**config.mk**
```make
export PLATFORM = sky130hd
export DESIGN_NAME = e1_serial_tx_flat
export DESIGN_NICKNAME = d
export VERILOG_FILES = /design/src/rtl/e1_pkg.sv /design/src/rtl/e1_serial_tx_if.sv /design/src/rtl/e1_fifo.sv /design/src/rtl/e1_serial_tx.sv /design/src/flat_wrapper.sv
export SDC_FILE = /design/constraint.sdc
export NUM_CORES = 1
export LEC_CHECK = 0
export CAP_MARGIN = 20
export CELL_PAD_IN_SITES_DETAIL_PLACEMENT = 1
export CELL_PAD_IN_SITES_GLOBAL_PLACEMENT = 2
export CORE_ASPECT_RATIO = 1.75
export CORE_MARGIN = 10
export CORE_UTILIZATION = 40
export CTS_CLUSTER_DIAMETER = 60
export DETAILED_ROUTE_END_ITERATION = 12
export DONT_BUFFER_PORTS = 1
export GPL_TIMING_DRIVEN = 0
export PLACE_DENSITY_LB_ADDON = 0.1
export SLEW_MARGIN = 20
export SYNTH_ARGS = -nofsm -noshare
export SYNTH_HDL_FRONTEND = slang
export SYNTH_SLANG_ARGS = --single-unit
```
**constraint.sdc**
```tcl
create_clock -name clk -period 3.5 [get_ports clk]
set_input_delay 0.7 -clock clk [delete_from_list [all_inputs] [get_ports clk]]
set_output_delay 0.7 -clock clk [all_outputs]
set_load 0.01 [all_outputs]
```
**src/rtl/e1_pkg.sv**
```systemverilog
// Shared types for the E1 token link: token codes, the reserved illegal code,
// and the serializer frame states.
package e1_pkg;

  typedef logic [1:0] E1;

  localparam E1 E1_FIRST   = 2'b01;
  localparam E1 E1_SECOND  = 2'b10;
  localparam E1 E1_THIRD   = 2'b11;
  localparam E1 E1_ILLEGAL = 2'b00;

  localparam logic [2:0] ST_IDLE  = 3'd0;
  localparam logic [2:0] ST_START = 3'd1;
  localparam logic [2:0] ST_DATA0 = 3'd2;
  localparam logic [2:0] ST_DATA1 = 3'd3;
  localparam logic [2:0] ST_STOP  = 3'd4;

  function automatic logic e1IsLegal(input E1 code);
    return code != E1_ILLEGAL;
  endfunction

endpackage

```
**src/rtl/e1_serial_tx_if.sv**
```systemverilog
// Valid/ready token channel between an E1 producer and the serial transmitter.
interface e1_serial_tx_if;
  import e1_pkg::*;

  E1    in_data;
  logic in_valid;
  logic in_ready;

  modport master (output in_data, output in_valid, input in_ready);
  modport slave  (input in_data, input in_valid, output in_ready);

endinterface

```
**src/rtl/e1_fifo.sv**
```systemverilog
// Synchronous token FIFO; pointers carry an extra wrap bit to tell full from empty.
module e1_fifo
  import e1_pkg::*;
#(
  parameter int DEPTH = 4
) (
  input  logic clk,
  input  logic rst_n,
  input  logic i_push,
  input  logic i_pop,
  input  E1    i_data,
  output E1    o_data,
  output logic o_full,
  output logic o_empty
);

  localparam int AW = $clog2(DEPTH);

  E1              r_mem [DEPTH];
  logic [AW:0]    r_wrPtr;
  logic [AW:0]    r_rdPtr;
  logic           w_doPush;
  logic           w_doPop;

  assign o_empty  = (r_wrPtr == r_rdPtr);
  assign o_full   = (r_wrPtr[AW] != r_rdPtr[AW]) &&
                    (r_wrPtr[AW-1:0] == r_rdPtr[AW-1:0]);
  assign w_doPush = i_push && !o_full;
  assign w_doPop  = i_pop && !o_empty;
  assign o_data   = r_mem[r_rdPtr[AW-1:0]];

  always_ff @(posedge clk or negedge rst_n) begin
    if (!rst_n) begin
      r_wrPtr <= '0;
      r_rdPtr <= '0;
    end else begin
      if (w_doPush) r_wrPtr <= r_wrPtr + 1'b1;
      if (w_doPop)  r_rdPtr <= r_rdPtr + 1'b1;
    end
  end

  // Storage needs no reset: an entry is only read after it has been written.
  always_ff @(posedge clk) begin
    if (w_doPush) r_mem[r_wrPtr[AW-1:0]] <= i_data;
  end

endmodule

```
**src/rtl/e1_serial_tx.sv**
```systemverilog
// E1 token transmitter: buffers accepted tokens and sends each as
// start, two data bits LSB first, and stop on an idle-high line.
module e1_serial_tx
  import e1_pkg::*;
#(
  parameter int FIFO_DEPTH   = 4,
  parameter int CLKS_PER_BIT = 4,
  parameter int CNT_W        = 8
) (
  input  logic             clk,
  input  logic             rst_n,
  e1_serial_tx_if.slave    bus,
  output logic             ser_out,
  output logic             busy,
  output logic             err_illegal,
  output logic [CNT_W-1:0] tx_count
);

  localparam int CNT_BW = (CLKS_PER_BIT > 1) ? $clog2(CLKS_PER_BIT) : 1;
  localparam logic [CNT_BW-1:0] CNT_RELOAD = CNT_BW'(CLKS_PER_BIT - 1);

  logic [2:0]        r_state;
  logic [CNT_BW-1:0] r_cnt;
  E1                 r_shift;
  logic              r_ser;
  logic              r_err;
  logic [CNT_W-1:0]  r_txCount;

  logic w_full;
  logic w_empty;
  E1    w_head;
  logic w_accept;
  logic w_push;
  logic w_pop;
  logic w_bitDone;

  assign bus.in_ready = ~w_full;
  assign w_accept     = bus.in_valid && bus.in_ready;
  assign w_push       = w_accept && e1IsLegal(bus.in_data);
  assign w_bitDone    = (r_cnt == '0);

  // A token leaves the FIFO either from idle or on the final STOP cycle,
  // which is what makes back-to-back frames contiguous.
  always_comb begin
    w_pop = 1'b0;
    if (!w_empty) begin
      if (r_state == ST_IDLE) w_pop = 1'b1;
      else if (r_state == ST_STOP && w_bitDone) w_pop = 1'b1;
    end
  end

  e1_fifo #(.DEPTH(FIFO_DEPTH)) u_fifo (
    .clk     (clk),
    .rst_n   (rst_n),
    .i_push  (w_push),
    .i_pop   (w_pop),
    .i_data  (bus.in_data),
    .o_data  (w_head),
    .o_full  (w_full),
    .o_empty (w_empty)
  );

  always_ff @(posedge clk or negedge rst_n) begin
    if (!rst_n) begin
      r_state   <= ST_IDLE;
      r_cnt     <= '0;
      r_shift   <= E1_ILLEGAL;
      r_ser     <= 1'b1;
      r_err     <= 1'b0;
      r_txCount <= '0;
    end else begin
      r_err <= w_accept && !e1IsLegal(bus.in_data);
      case (r_state)
        ST_IDLE: begin
          if (w_pop) begin
            r_state <= ST_START;
            r_cnt   <= CNT_RELOAD;
            r_shift <= w_head;
            r_ser   <= 1'b0;
          end
        end
        ST_START: begin
          if (w_bitDone) begin
            r_state <= ST_DATA0;
            r_cnt   <= CNT_RELOAD;
            r_ser   <= r_shift[0];
          end else begin
            r_cnt <= r_cnt - 1'b1;
          end
        end
        ST_DATA0: begin
          if (w_bitDone) begin
            r_state <= ST_DATA1;
            r_cnt   <= CNT_RELOAD;
            r_ser   <= r_shift[1];
          end else begin
            r_cnt <= r_cnt - 1'b1;
          end
        end
        ST_DATA1: begin
          if (w_bitDone) begin
            r_state <= ST_STOP;
            r_cnt   <= CNT_RELOAD;
            r_ser   <= 1'b1;
          end else begin
            r_cnt <= r_cnt - 1'b1;
          end
        end
        ST_STOP: begin
          if (w_bitDone) begin
            r_txCount <= r_txCount + 1'b1;
            r_cnt     <= CNT_RELOAD;
            if (w_pop) begin
              r_state <= ST_START;
              r_shift <= w_head;
              r_ser   <= 1'b0;
            end else begin
              r_state <= ST_IDLE;
              r_ser   <= 1'b1;
            end
          end else begin
            r_cnt <= r_cnt - 1'b1;
          end
        end
        default: begin
          r_state <= ST_IDLE;
          r_ser   <= 1'b1;
        end
      endcase
    end
  end

  assign ser_out     = r_ser;
  assign err_illegal = r_err;
  assign tx_count    = r_txCount;
  assign busy        = (r_state != ST_IDLE) || !w_empty;

endmodule

```
**src/flat_wrapper.sv**
```systemverilog
// flat-port wrapper written by rule: the top's interface ports become plain ports
module e1_serial_tx_flat import e1_pkg::*;
#(
  parameter int FIFO_DEPTH   = 4,
  parameter int CLKS_PER_BIT = 4,
  parameter int CNT_W        = 8
)
  (clk, rst_n, ser_out, busy, err_illegal, tx_count, bus_in_data, bus_in_valid, bus_in_ready);
  e1_serial_tx_if bus_i ();
  input  logic clk;
  input  logic rst_n;
  output logic ser_out;
  output logic busy;
  output logic err_illegal;
  output logic [CNT_W-1:0] tx_count;
  input wire logic [$bits(bus_i.in_data)-1:0] bus_in_data;
  input wire logic [$bits(bus_i.in_valid)-1:0] bus_in_valid;
  output wire logic [$bits(bus_i.in_ready)-1:0] bus_in_ready;
  assign bus_i.in_data = bus_in_data;
  assign bus_i.in_valid = bus_in_valid;
  assign bus_in_ready = bus_i.in_ready;
  e1_serial_tx #(.FIFO_DEPTH(FIFO_DEPTH), .CLKS_PER_BIT(CLKS_PER_BIT), .CNT_W(CNT_W)) u_core (.clk(clk), .rst_n(rst_n), .bus(bus_i), .ser_out(ser_out), .busy(busy), .err_illegal(err_illegal), .tx_count(tx_count));
endmodule
```
== Yosys cells after proc, flatten, opt, wreduce, memory -nomap -nowiden ==
Memory sizes are Yosys's and may differ from the RTL's.
Index checks and enable logic that the tools add are counted.
Word-level totals
  memories: 1
  register bits: 23
  word-level logic and storage cells: 73
  RAM bits: 8
Cells by class
  reductions and logical operators: 22
  equality and inequality tests: 12
  add/sub/neg operators: 4
  muxes and demuxes: 25
  bitwise gates (word level): 1
Memory list
  u_core.u_fifo.r_mem: depth 4, width 2, rd ports 1, clocked after memory_dff 0, write ports 1, line e1_fifo.sv:19  | E1 r_mem [DEPTH];
Operator list (number)
  $mux W3: 5
  $pmux W3 S5: 1
  $mux W1: 12
  $add A8 B1 Y8 const B: 1
  $mux W2: 4
  $ne A2 B1 Y1 const B: 4
  $pmux W2 S2: 2
  $logic_and A1 B1 Y1: 7
  $add A3 B1 Y3 const B: 2
  $eq A3 B2 Y1 const B: 2
  $reduce_and A2 Y1: 3
  $reduce_bool A2 Y1: 3
  $pmux W1 S5: 1
  $reduce_and A5 Y1: 1
  $reduce_or A4 Y1: 1
  $eq A3 B1 Y1 const B: 1
  $eq A3 B3 Y1: 1
  $eq A3 B3 Y1 const B: 1
  $logic_not A1 Y1: 3
  $logic_not A3 Y1: 1
  $reduce_bool A3 Y1: 1
  $eq A2 B2 Y1: 1
  $logic_not A2 Y1: 1
  $ne A2 B2 Y1 const B: 1
  other kinds (4): 4

== Depth between registers and ports, before layout ==
  word-level depth: 8
  gate-level depth with buffers: 7
  depth with buffers taken out: 6

== Modules after synthesis ==
Synthesis repeated with hierarchy kept, for this count alone.
Unflattened totals
  cell total of the unflattened synthesis: 146
  area, all modules: 1689.1 um^2
By module, submodules not included
  e1_serial_tx: sequential area each 426.7 um^2, instances 1, area an instance 895.9 um^2, cells each 86
  e1_fifo: sequential area each 390.4 um^2, instances 1, area an instance 793.3 um^2, cells each 60

== Least setup slack after synthesis ==
No wires, ideal clock.
  path type: register -> output
  start point: register u_core.u_fifo.r_rdPtr[0]
  end point: output port busy
  data required time: 2.800 ns
  cell stages (with the launch flop): 4
  path slack: 1.700 ns
  arrival time: 1.100 ns
  cells stage by stage: dfrtp_1 > xnor2_2 > nand4_2 > nand2b_1
Between the ends
  longest elaborated chain between the ends: 3
RTL lines
  from (decl): line e1_fifo.sv:21  | logic [AW:0] r_rdPtr;
  from (signal assigned): line e1_fifo.sv:38  | if (w_doPop) r_rdPtr <= r_rdPtr + 1'b1;
  $eq A3 B3 Y1: line e1_fifo.sv:25  | assign o_empty = (r_wrPtr == r_rdPtr);
  $logic_not A1 Y1
  $logic_or A1 B1 Y1: line e1_serial_tx.sv:136  | assign busy = (r_state != ST_IDLE) || !w_empty;
  to (decl): line flat_wrapper.sv:13  | output logic busy;
No other way between the ends.

== Final worst setup path ==
Same ends and word-level chain as after synthesis.

==> metrics.txt <==
# TYPE chip_impl_metric gauge
chip_impl_metric{name="setup-violations-final",unit=""} 0
chip_impl_metric{name="maxSlewHeadroom",unit="%"} 69.1
chip_impl_metric{name="insertedDiodeCount",unit=""} 0
chip_impl_metric{name="synthArstFlopShare",unit="%"} 74.2
chip_impl_metric{name="final_hold_viol_count",unit=""} 0
chip_impl_metric{name="detail_route.wl_per_cell",unit="µm"} 18.0
chip_impl_metric{name="floorplan.io_pins",unit=""} 17
chip_impl_info{name="worst-setup-path-type",value="reg -> out"} 1
chip_impl_metric{name="die-height",unit="µm"} 103
chip_impl_metric{name="signed_area_change_from_the_synthesized_netlist_to_the_final_layout",unit="%"} 10.8
chip_impl_metric{name="grt_start_max_net_pins",unit=""} 24
chip_impl_metric{name="post_cts_repair_setup_buffers",unit=""} 0
chip_impl_metric{name="fin_hold_ws",unit="ns"} 0.116
chip_impl_metric{name="antenna_violations_before_repair",unit=""} 0
chip_impl_metric{name="tritoncts.num_buffers",unit=""} 5
chip_impl_metric{name="core_area",unit="µm²"} 3830
chip_impl_metric{name="first_global_vias",unit=""} 1073
chip_impl_metric{name="max_cap_violations",unit=""} 0
chip_impl_metric{name="final.setup_skew",unit="ns"} 0.00105
chip_impl_metric{name="remaining_drc_errors",unit=""} 0
chip_impl_metric{name="synth-warning-count",unit=""} 0
chip_impl_info{name="root_buffer",value="sky130_fd_sc_hd__clkbuf_8"} 1
chip_impl_metric{name="final.fill_count",unit=""} 432
chip_impl_metric{name="critPathMaxStageDelay",unit="ns"} 0.49
chip_impl_metric{name="mappedNetlistArea",unit="µm²"} 1560
chip_impl_metric{name="crit_fanout",unit=""} 5
chip_impl_info{name="status",value="completed"} 1
chip_impl_metric{name="drt_iter0_drc",unit=""} 15
chip_impl_metric{name="place.detailed.hpwl",unit="mm"} 2.46
chip_impl_info{name="unrepaired_setup_endpoints_after_global_routing",value="no"} 1
chip_impl_metric{name="num-nets-final",unit=""} 136
chip_impl_metric{name="worst_ep_arrival_time",unit="ns"} 1.57
chip_impl_metric{name="pre_cts_slack",unit="ns"} 1.50
chip_impl_metric{name="die_area",unit="µm²"} 6880
chip_impl_info{name="crit_path_end_kind",value="output port"} 1
chip_impl_metric{name="worst_pin_slew",unit="ns"} 0.459
chip_impl_metric{name="portBuffers",unit=""} 0
chip_impl_metric{name="timing_max_transition_violations_final",unit=""} 0
chip_impl_metric{name="final.setup.tns",unit="ns"} 0
chip_impl_info{name="crit_path_top_delay_cell",value="sky130_fd_sc_hd__dfrtp_1"} 1
chip_impl_metric{name="clkSinkCount",unit=""} 31
chip_impl_metric{name="viasPerCell",unit=""} 5.32
chip_impl_metric{name="number_of_synthesized_register_bits",unit=""} 31
chip_impl_metric{name="worstSkewPairLatency",unit="ns"} 0.27
chip_impl_metric{name="crit_required",unit="ns"} 2.80
chip_impl_metric{name="globalRouteOverflowTotal",unit=""} 0
chip_impl_info{name="critical_path.cell_chain",value="xnor2_2 -> nand4_2 -> nand2b_1"} 1
chip_impl_metric{name="cts.reportedPaths.clkPinSlew",unit="ns"} 0.06
chip_impl_info{name="postSynth.topFlopCell",value="sky130_fd_sc_hd__dfrtp_1"} 1
chip_impl_metric{name="first_pass_iters",unit=""} 4
chip_impl_metric{name="postLayoutSetupSlackWorst",unit="ns"} 1.23
chip_impl_metric{name="post_synth_inst_count",unit=""} 117
chip_impl_metric{name="syn_nets",unit=""} 129
chip_impl_metric{name="fraction_of_the_yosys_area_taken_by_sequential_cells",unit="%"} 52.5
chip_impl_info{name="worst_setup_path_start_kind",value="flip-flop"} 1
chip_impl_metric{name="cts_repair_resize_count",unit=""} 0
chip_impl_metric{name="globalRouteTotalUtil",unit="%"} 10.1
chip_impl_metric{name="finalWirelength",unit="mm"} 3.12
chip_impl_metric{name="cts.path.max_buffers",unit=""} 2
chip_impl_metric{name="cellLeakagePower",unit="nW"} 0.744
chip_impl_metric{name="cts.htree.levels",unit=""} 2
chip_impl_metric{name="detailroute.via_count",unit=""} 921
chip_impl_metric{name="share_of_final_layout_standard_cells_stronger_than_drive_strength_1",unit="%"} 16.0
chip_impl_info{name="hp-class",value="in -> async"} 1
chip_impl_metric{name="powerDensity",unit="nW/µm²"} 869
chip_impl_metric{name="synthesis.area_per_instance",unit="µm²"} 13.3
chip_impl_metric{name="synth_edf_count",unit=""} 8
chip_impl_metric{name="core.rowCount",unit=""} 30
chip_impl_info{name="tritoncts",value="done"} 1
chip_impl_metric{name="cts_hold_buf",unit=""} 0
chip_impl_metric{name="timing.fmax",unit="MHz"} 440
chip_impl_metric{name="overall_die_width",unit="µm"} 67.2
chip_impl_metric{name="gp_weighted_congestion",unit=""} 0.724
chip_impl_metric{name="route.antenna.remaining_nets",unit=""} 0
chip_impl_metric{name="grt_pass1_wl",unit="mm"} 5.24
chip_impl_metric{name="synthDistinctLibCells",unit=""} 39
chip_impl_metric{name="vdd_drop_max",unit="µV"} 468
chip_impl_metric{name="initial_core_util",unit="%"} 40.7
chip_impl_metric{name="minimum_period_implied_by_the_final_worst_setup_slack",unit="ns"} 2.27
chip_impl_metric{name="timing.final.crit_share",unit="%"} 64.9
## Yosys cell counts (3+ instances only)
cell type	number	area, µm²
sky130_fd_sc_hd__inv_1	6	22.5
sky130_fd_sc_hd__nor2_1	3	11.3
sky130_fd_sc_hd__nand4_1	3	18.8
sky130_fd_sc_hd__edfxtp_1	8	240
sky130_fd_sc_hd__nand2_1	5	18.8
sky130_fd_sc_hd__and2_1	3	18.8
sky130_fd_sc_hd__nand3_1	3	15.0
sky130_fd_sc_hd__o21ai_0	4	20.0
sky130_fd_sc_hd__xnor2_1	10	87.6
sky130_fd_sc_hd__xor2_1	3	26.3
sky130_fd_sc_hd__ha_1	7	87.6
sky130_fd_sc_hd__nand2b_1	3	18.8
sky130_fd_sc_hd__dfrtp_1	22	551
sky130_fd_sc_hd__a21oi_1	3	15.0
sky130_fd_sc_hd__mux2_1	4	45.0
## cell usage in the layout, fill, tap and decap left out, types with 2 or more instances in the layout
cell type                  synthesis  routed
sky130_fd_sc_hd__mux2_1            4       4
sky130_fd_sc_hd__nor2_1            3       3
sky130_fd_sc_hd__o21ai_0           4       4
sky130_fd_sc_hd__nand4_1           3       3
sky130_fd_sc_hd__clkbuf_8          0       5
sky130_fd_sc_hd__dfrtp_1          22      22
sky130_fd_sc_hd__nand3_1           3       3
sky130_fd_sc_hd__inv_1             6       6
sky130_fd_sc_hd__nand3_2           2       2
sky130_fd_sc_hd__xor2_1            3       3
sky130_fd_sc_hd__xnor2_1          10      10
sky130_fd_sc_hd__mux4_1            2       2
sky130_fd_sc_hd__edfxtp_1          8       8
sky130_fd_sc_hd__nand2_1           5       5
sky130_fd_sc_hd__a31oi_1           2       2
sky130_fd_sc_hd__and2_1            3       3
sky130_fd_sc_hd__o21a_1            2       2
sky130_fd_sc_hd__ha_1              7       7
sky130_fd_sc_hd__nand2b_1          3       3
sky130_fd_sc_hd__a21oi_1           3       3
sky130_fd_sc_hd__and3_1            2       2
sky130_fd_sc_hd__o32ai_1           2       2
## worst max-delay path: cells and delay by family (launching register included)
family,cells,cell delay (ns)
XOR/XNOR,1,0.35
flip-flops,1,0.49
AND/OR/NAND/NOR,2,0.45
## per-layer routing
layer	up-vias	wire length [µm]	GRT usage, %
li1	427	-	-
met4	0	95	5.56
met3	9	129	2.94
met1	468	1050	9.55
met2	17	1840	18.5
met5	-	0	0
## worst paths after layout
| kind | cells past startpoint | endpoint | slack, ns | startpoint |
|---|---|---|---|---|
| setup / recovery | 3 | busy | 1.23 | u_core.u_fifo.r_rdPtr[0] |
| min in group clk | 1 | u_core.err_illegal | 0.49 | bus_in_data[0] |
| hold reg to reg | 1 | u_core.r_shift[1] | 0.50 | u_core.r_shift[1] |
| setup reg to reg | 7 | u_core.tx_count[7] | 1.80 | u_core.r_cnt[1] |
| hold / removal | 0 | u_core.r_cnt[0] | 0.12 | rst_n |
| max in group asynchronous | 0 | u_core.ser_out | 3.22 | rst_n |
## final cells by class
cell class | count | area, µm² | area share (%)
multi-input cells | 77 | 693 | 40.2
plain buffers | 3 | 23.8 | 1.38
well taps | 48 | 60.1 | 3.48
inverters | 6 | 22.5 | 1.31
clock buffers | 5 | 68.8 | 3.99
flip-flops and latches | 31 | 817 | 47.4
clock inverters | 3 | 38.8 | 2.25
## power breakdown
part	switching, mW	internal [mW]	leakage (nW)
Clock	0.128	0.208	0.0556
Sequential	0.119	0.482	0.362
Combinational	0.293	0.269	0.327
Total	0.540	0.959	0.744
## stage by stage
| stage | instances | total power [mW] | util, % | cell area [µm²] |
|---|---|---|---|---|
| CTS | 173 | 1.53 | 45.0 | 1720 |
| finish | 173 | 1.50 | 45.0 | 1720 |
| detailed placement | 165 | 1.19 | 42.2 | 1620 |
| global route | 173 | 1.62 | 45.0 | 1720 |
| global placement | 165 | 1.15 | 42.2 | 1620 |
| floorplan | 117 | 1.05 | - | 1560 |
## cell families (layout without fill, tap and decap cells)
kind of cell | count (synthesis) | after routing | share of synthesized area (%)
AND/OR/NAND/NOR | 31 | 31 | 12.5
flip-flops | 31 | 31 | 52.5
AO/OA/AOI/OAI | 16 | 16 | 7.56
XOR/XNOR | 16 | 16 | 11.2
multiplexers | 7 | 7 | 7.72
adder cells (fa/ha/maj) | 7 | 7 | 5.63
buffers and inverters | 9 | 17 | 2.97
## registers in the layout, summed over array words and instances (netlist names)
signal,count
u_core.err_illegal,1
u_core.r_cnt,2
u_core.r_shift,2
u_core.r_state,3
u_core.ser_out,1
u_core.tx_count,8
u_core.u_fifo.r_mem,8
u_core.u_fifo.r_rdPtr,3
u_core.u_fifo.r_wrPtr,3
No activity file was read; power rests on OpenSTA's default activity.
==> RTL change 1 (config.mk and constraints unchanged) <==
Reset style: synchronous (`rst_n`), changed in 2 clocked blocks.
--- a/src/rtl/e1_fifo.sv
+++ b/src/rtl/e1_fifo.sv
@@ -30,5 +30,5 @@
   assign o_data   = r_mem[r_rdPtr[AW-1:0]];
 
-  always_ff @(posedge clk or negedge rst_n) begin
+  always_ff @(posedge clk) begin
     if (!rst_n) begin
       r_wrPtr <= '0;
--- a/src/rtl/e1_serial_tx.sv
+++ b/src/rtl/e1_serial_tx.sv
@@ -61,5 +61,5 @@
   );
 
-  always_ff @(posedge clk or negedge rst_n) begin
+  always_ff @(posedge clk) begin
     if (!rst_n) begin
       r_state   <= ST_IDLE;
Formal check against the unedited RTL: differs if rst_n is asserted again (counterexample within 4 cycles, from zero or initial values and one cycle with rst_n low); with rst_n held inactive, the same outputs for 10 cycles.
==> RTL change 1 against the original RTL <==
- register-to-register slack got worse by 0.15 ns
- design area fell by 2.5%
- area after synthesis fell by 1.0%
- sequential power down 16%
- total power decreased by 23%
- sequential cell count grew 2
- final cell count is 18% higher
- worst setup slack worse by 0.088 ns
- wire length is 4.9% higher
- critical path type unchanged
- highest routed layer unchanged
==> RTL change 1: results (changes against the original RTL) <==
worst supply voltage drop on vdd: 0.000338 V (-28%)
crit path DAT: 1.66 ns (+0.09 ns)
first-pass GRT wire length: 5.69 mm (+8.5%)
headroom to the max-slew limit: 58.9% (-10 points)
instance count after placement with tap cells included: 196 (+19%)
Skew-Pair Late Insertion Delay: 0.28 ns
compound-gate portion of the synthesized area: 8.85% (+1.3 points)
number of iterations in the first detailed-routing pass: 3 (-1)
Gate Count Post-Synth: 150 (+28%)
type of the tightest min-delay check: reg -> reg
Total Routing Usage GR: 10.8% (+0.70 points)
worst-case hold slack: 0.485 ns (+0.370 ns)
result of the run: finished, final reports clean
Final nets: 169 (+24%)
multiplexer share of the synthesized area: 3.57% (-4.1 points)
Leakage: 0.000627 uW (-16%)
standard cell area after detailed placement: 1600 um2 (-1.2%)
Commonest cells post-synth: 25 x sky130_fd_sc_hd__dfxtp_1, 15 x sky130_fd_sc_hd__and2_1, 12 x sky130_fd_sc_hd__nand2_1, 12 x sky130_fd_sc_hd__xnor2_1, 9 x sky130_fd_sc_hd__o21ai_0
maximum number of pins on one net before global-route repair: 11 (-54%)
number of cells on the worst reg-to-reg path: 7 (unchanged)
HPWL after detailed placement: 2.58 mm (+4.8%)
fraction of synthesized cell area in xor and xnor cells: 8.53% (-2.6 points)
final worst clock skew: 0.00261 ns (+0.00156 ns)
initial detailed-routing violation count: 27 (+12)
final RePlAce weighted congestion: 0.767 (+6.0%)
setup slack of the critical path after layout: 1.14 ns (-0.0885 ns)
count of distinct cell types in the synthesized netlist: 37 (-5.1%)
routed wire length: 3.27 mm (+4.9%)
setup slack after placement: 1.45 ns (-0.0511 ns)
number of global-route vias before repair: 1174 (+9.4%)
Clk pin slew, worst setup/hold paths: 0.07 ns
via count: 1070 (+16%)
worst-case register-to-register setup slack: 1.65 ns (-0.15 ns)
share of layout cells above drive strength 1: 9.49% (-6.5 points)
via/cell ratio: 5.25 (-1.5%)
maximum fanout count along the critical path: 5 (unchanged)
cell types occupying the most area after synthesis: sky130_fd_sc_hd__dfxtp_1 32%, sky130_fd_sc_hd__edfxtp_1 16%, sky130_fd_sc_hd__xnor2_1 6.8%
arithmetic-cell share of the synthesized area counting full adders, half adders and majority gates: 5.69% (+0.059 points)
Syn Nets: 162 (+26%)
Post-synth ARST share: 0% (-74 points)
share of synthesized area occupied by flip-flops and latches: 48.1% (-4.4 points)
## RTL change 1: routing by layer
| layer | wire length, um | GRT usage (%) |
|---|---|---|
| met5 | 0 | 0 |
| met4 | 61 | 4.76 |
| met3 | 202 | 3.61 |
| met2 | 1820 | 20.2 |
| met1 | 1190 | 10.2 |
## RTL change 1: cell families (layout without fill, tap and decap cells)
kind of cell / after synthesis / after routing
buffers and inverters: 13 / 21
and+or+nand+nor: 58 / 58
AOI/OAI and AO/OA: 21 / 21
DFF: 33 / 33
adders and majority gates: 7 / 7
xor gates and xnor gates: 15 / 15
muxes: 3 / 3
## RTL change 1: worst paths after layout
check / end / startpoint
min: u_core.r_shift[1] / u_core.r_shift[1]
min reg2reg: u_core.r_shift[1] / u_core.r_shift[1]
max reg2reg: u_core.tx_count[5] / u_core.r_cnt[0]
max: busy / u_core.u_fifo.r_wrPtr[1]
## RTL change 1: report_power, final
group / total (uW) / internal, uW / leakage [uW] / switching [uW]
clock network: 272 / 138 / 0.0000450 / 135
registers: 506 / 450 / 0.000277 / 56.3
logic: 374 / 177 / 0.000305 / 197
## RTL change 1: final cells by class
type	instances	area, um2
Fill cell	422	1980
Sequential cell	33	741
Multi-Input combinational cell	104	734
Clock buffer	6	72.6
Tap cell	46	57.6
Buffer	7	42.5
Inverter	6	22.5
Clock inverter	2	10.0
## RTL change 1: worst max-delay path, stage by stage, from the launching register on
cell,delay [ns]
sky130_fd_sc_hd__dfxtp_1,0.36
sky130_fd_sc_hd__xnor2_1,0.30
sky130_fd_sc_hd__nand3_1,0.21
sky130_fd_sc_hd__or3_2,0.51
==> RTL change 2 (config.mk and constraints unchanged) <==
Without the edit above. `CNT_W` is set to 8 in 2 places; all go to 6.
--- a/src/rtl/e1_serial_tx.sv
+++ b/src/rtl/e1_serial_tx.sv
@@ -6,5 +6,5 @@
   parameter int FIFO_DEPTH   = 4,
   parameter int CLKS_PER_BIT = 4,
-  parameter int CNT_W        = 8
+  parameter int CNT_W        = 6
 ) (
   input  logic             clk,
--- a/src/flat_wrapper.sv
+++ b/src/flat_wrapper.sv
@@ -4,5 +4,5 @@
   parameter int FIFO_DEPTH   = 4,
   parameter int CLKS_PER_BIT = 4,
-  parameter int CNT_W        = 8
+  parameter int CNT_W        = 6
 )
   (clk, rst_n, ser_out, busy, err_illegal, tx_count, bus_in_data, bus_in_valid, bus_in_ready);
Ports: changed (resized tx_count); port bits go from 17 to 15. No check against the original RTL was run, so the function may have changed too.
==> RTL change 2 against the original RTL <==
- area after synthesis is 9.1% lower
- via count down 2.6%
- first-iteration DRC count rose by 20%
- worst setup slack worse by 0.10 ns
- sequential cell count fell by 2
- sequential share of layout area grew 0.92 points
- wire length is 9.3% lower
- design area decreased by 7.9%
- total power fell by 4.1%
- critical path type unchanged
- largest power group unchanged
- highest routed layer unchanged
==> RTL change 2: results (changes against the original RTL) <==
result of the run: finished, final reports clean
maximum number of pins on one net before global-route repair: 22 (-8.3%)
share of synthesized area occupied by flip-flops and latches: 54.2% (+1.7 points)
share of layout cells above drive strength 1: 14.8% (-1.2 points)
CTS resizes: 0 (unchanged)
Clk pin slew, worst setup/hold paths: 0.06 ns (about the same)
H-tree depth: 2 (unchanged)
instance count after placement with tap cells included: 159 (-3.6%)
via count: 897 (-2.6%)
maximum root-to-sink buffer count: 2 (unchanged)
Skew-Pair Late Insertion Delay: 0.28 ns
total inserted antenna cells: 0 (unchanged)
routed wire length: 2.83 mm (-9.3%)
Total Routing Usage GR: 10.0% (-0.087 points)
worst supply voltage drop on vdd: 0.000486 V (+3.9%)
final RePlAce weighted congestion: 0.763 (+5.4%)
Leakage: 0.000670 uW (-10%)
flip-flop count of the largest register after layout: 8
Syn Nets: 126 (-2.3%)
average size of a mapped cell: 12.4 um2 (-6.7%)
maximum fanout count along the critical path: 7 (+2)
count of distinct cell types in the synthesized netlist: 35 (-10%)
number of iterations in the first detailed-routing pass: 4 (unchanged)
initial detailed-routing violation count: 18 (+3)
YS warnings: 0 (unchanged)
crit path DAT: 1.67 ns (+0.10 ns)
number of inserted filler cells in the final layout: 378 (-13%)
Post-synth ARST share: 72.4% (-1.8 points)
number of buffer cells added on primary ports: 0 (unchanged)
TritonCTS buffer count: 5 (unchanged)
type of the tightest min-delay check: in -> async
number of flops mapped to enable cells by yosys: 8 (unchanged)
final worst clock skew: 0.00488 ns (+0.00382 ns)
wire length per cell: 16.9 um (-6.1%)
HPWL after detailed placement: 2.17 mm (-12%)
number of antenna violations at the first check in global routing: 0 (unchanged)
Commonest cells post-synth: 20 x sky130_fd_sc_hd__dfrtp_1, 9 x sky130_fd_sc_hd__xnor2_1, 8 x sky130_fd_sc_hd__edfxtp_1
number of global-route vias before repair: 1048 (-2.3%)
primary flip-flop cell chosen by synthesis mapping: sky130_fd_sc_hd__dfrtp_1
Worst Tran Pin Value: 0.532 ns (+0.0733 ns)
clock root buffer master: sky130_fd_sc_hd__clkbuf_8
cell types occupying the most area after synthesis: sky130_fd_sc_hd__dfrtp_1 35%, sky130_fd_sc_hd__edfxtp_1 17%, sky130_fd_sc_hd__ha_1 6.2%
number of buffers added for setup after CTS: 0 (unchanged)
first-pass GRT wire length: 5.01 mm (-4.5%)
## RTL change 2: layout make-up
type                    count  area, um2  share of cell area (%)
flip-flops and latches     29        767                    48.3
inverters                   7       26.3                    1.65
clock inverters             1       30.0                    1.89
plain buffers               4       17.5                    1.10
multi-input cells          74        604                    38.1
clock buffers               7       86.3                    5.44
well taps                  45       56.3                    3.55
## RTL change 2: power breakdown
group          internal, uW  leakage (uW)  switching (uW)
clock network           232     0.0000585             127
registers               459      0.000334            99.2
logic                   242      0.000277             278
## RTL change 2: layer usage
metal | part of all wire [%] | wire, um | GRT usage (%) | vias to the layer above
li1 | - | - | - | 416
met1 | 32 | 899 | 8.28 | 461
met2 | 61 | 1730 | 19.5 | 15
met3 | 4.8 | 136 | 3.29 | 5
met4 | 2.2 | 62 | 5.46 | 0
met5 | 0 | 0 | 0 | -
## RTL change 2: critical path, cell delays in order, from the launching register on
cell and delay [ns]:
sky130_fd_sc_hd__dfrtp_1 0.44, sky130_fd_sc_hd__or2_0 0.23, sky130_fd_sc_hd__buf_2 0.16, sky130_fd_sc_hd__nor4_1 0.38
sky130_fd_sc_hd__nand2_1 0.19
## RTL change 2: worst paths after layout
check	cells past startpoint	startpoint	to	slack, ns
max	4	u_core.r_state[0]	busy	1.13
min	0	rst_n	u_core.u_fifo.r_wrPtr[2]	0.11
max reg2reg	4	u_core.u_fifo.r_rdPtr[0]	u_core.r_cnt[0]	1.64
min reg2reg	1	u_core.u_fifo.r_wrPtr[2]	u_core.u_fifo.r_wrPtr[2]	0.49
max in group asynchronous	0	rst_n	u_core.ser_out	3.22
min in group clk	1	bus_in_data[0]	u_core.err_illegal	0.49
## RTL change 2: metrics by stage
stage / utilization, % / setup slack (ns) / area, um2 / hold slack (ns) / power (uW)
2_1_floorplan: - / 1.59 / 1420 / 0.404 / 968
3_3_place_gp: 43.3 / 1.42 / 1470 / 0.405 / 1080
3_5_place_dp: 43.3 / 1.42 / 1470 / 0.405 / 1100
4_1_cts: 46.7 / 1.11 / 1590 / 0.0981 / 1470
5_1_grt: 46.7 / 1.01 / 1590 / 0.0931 / 1550
6_report: 46.7 / 1.13 / 1590 / 0.110 / 1440
## RTL change 2: kinds of logic after synthesis
family	Yosys count	synth area share, %
fa+ha+maj	7	6.19
xor+xnor	15	9.28
flops	29	54.2
buf+inv	11	3.10
mux	7	7.96
compound gates	17	8.58
simple gates	28	10.7
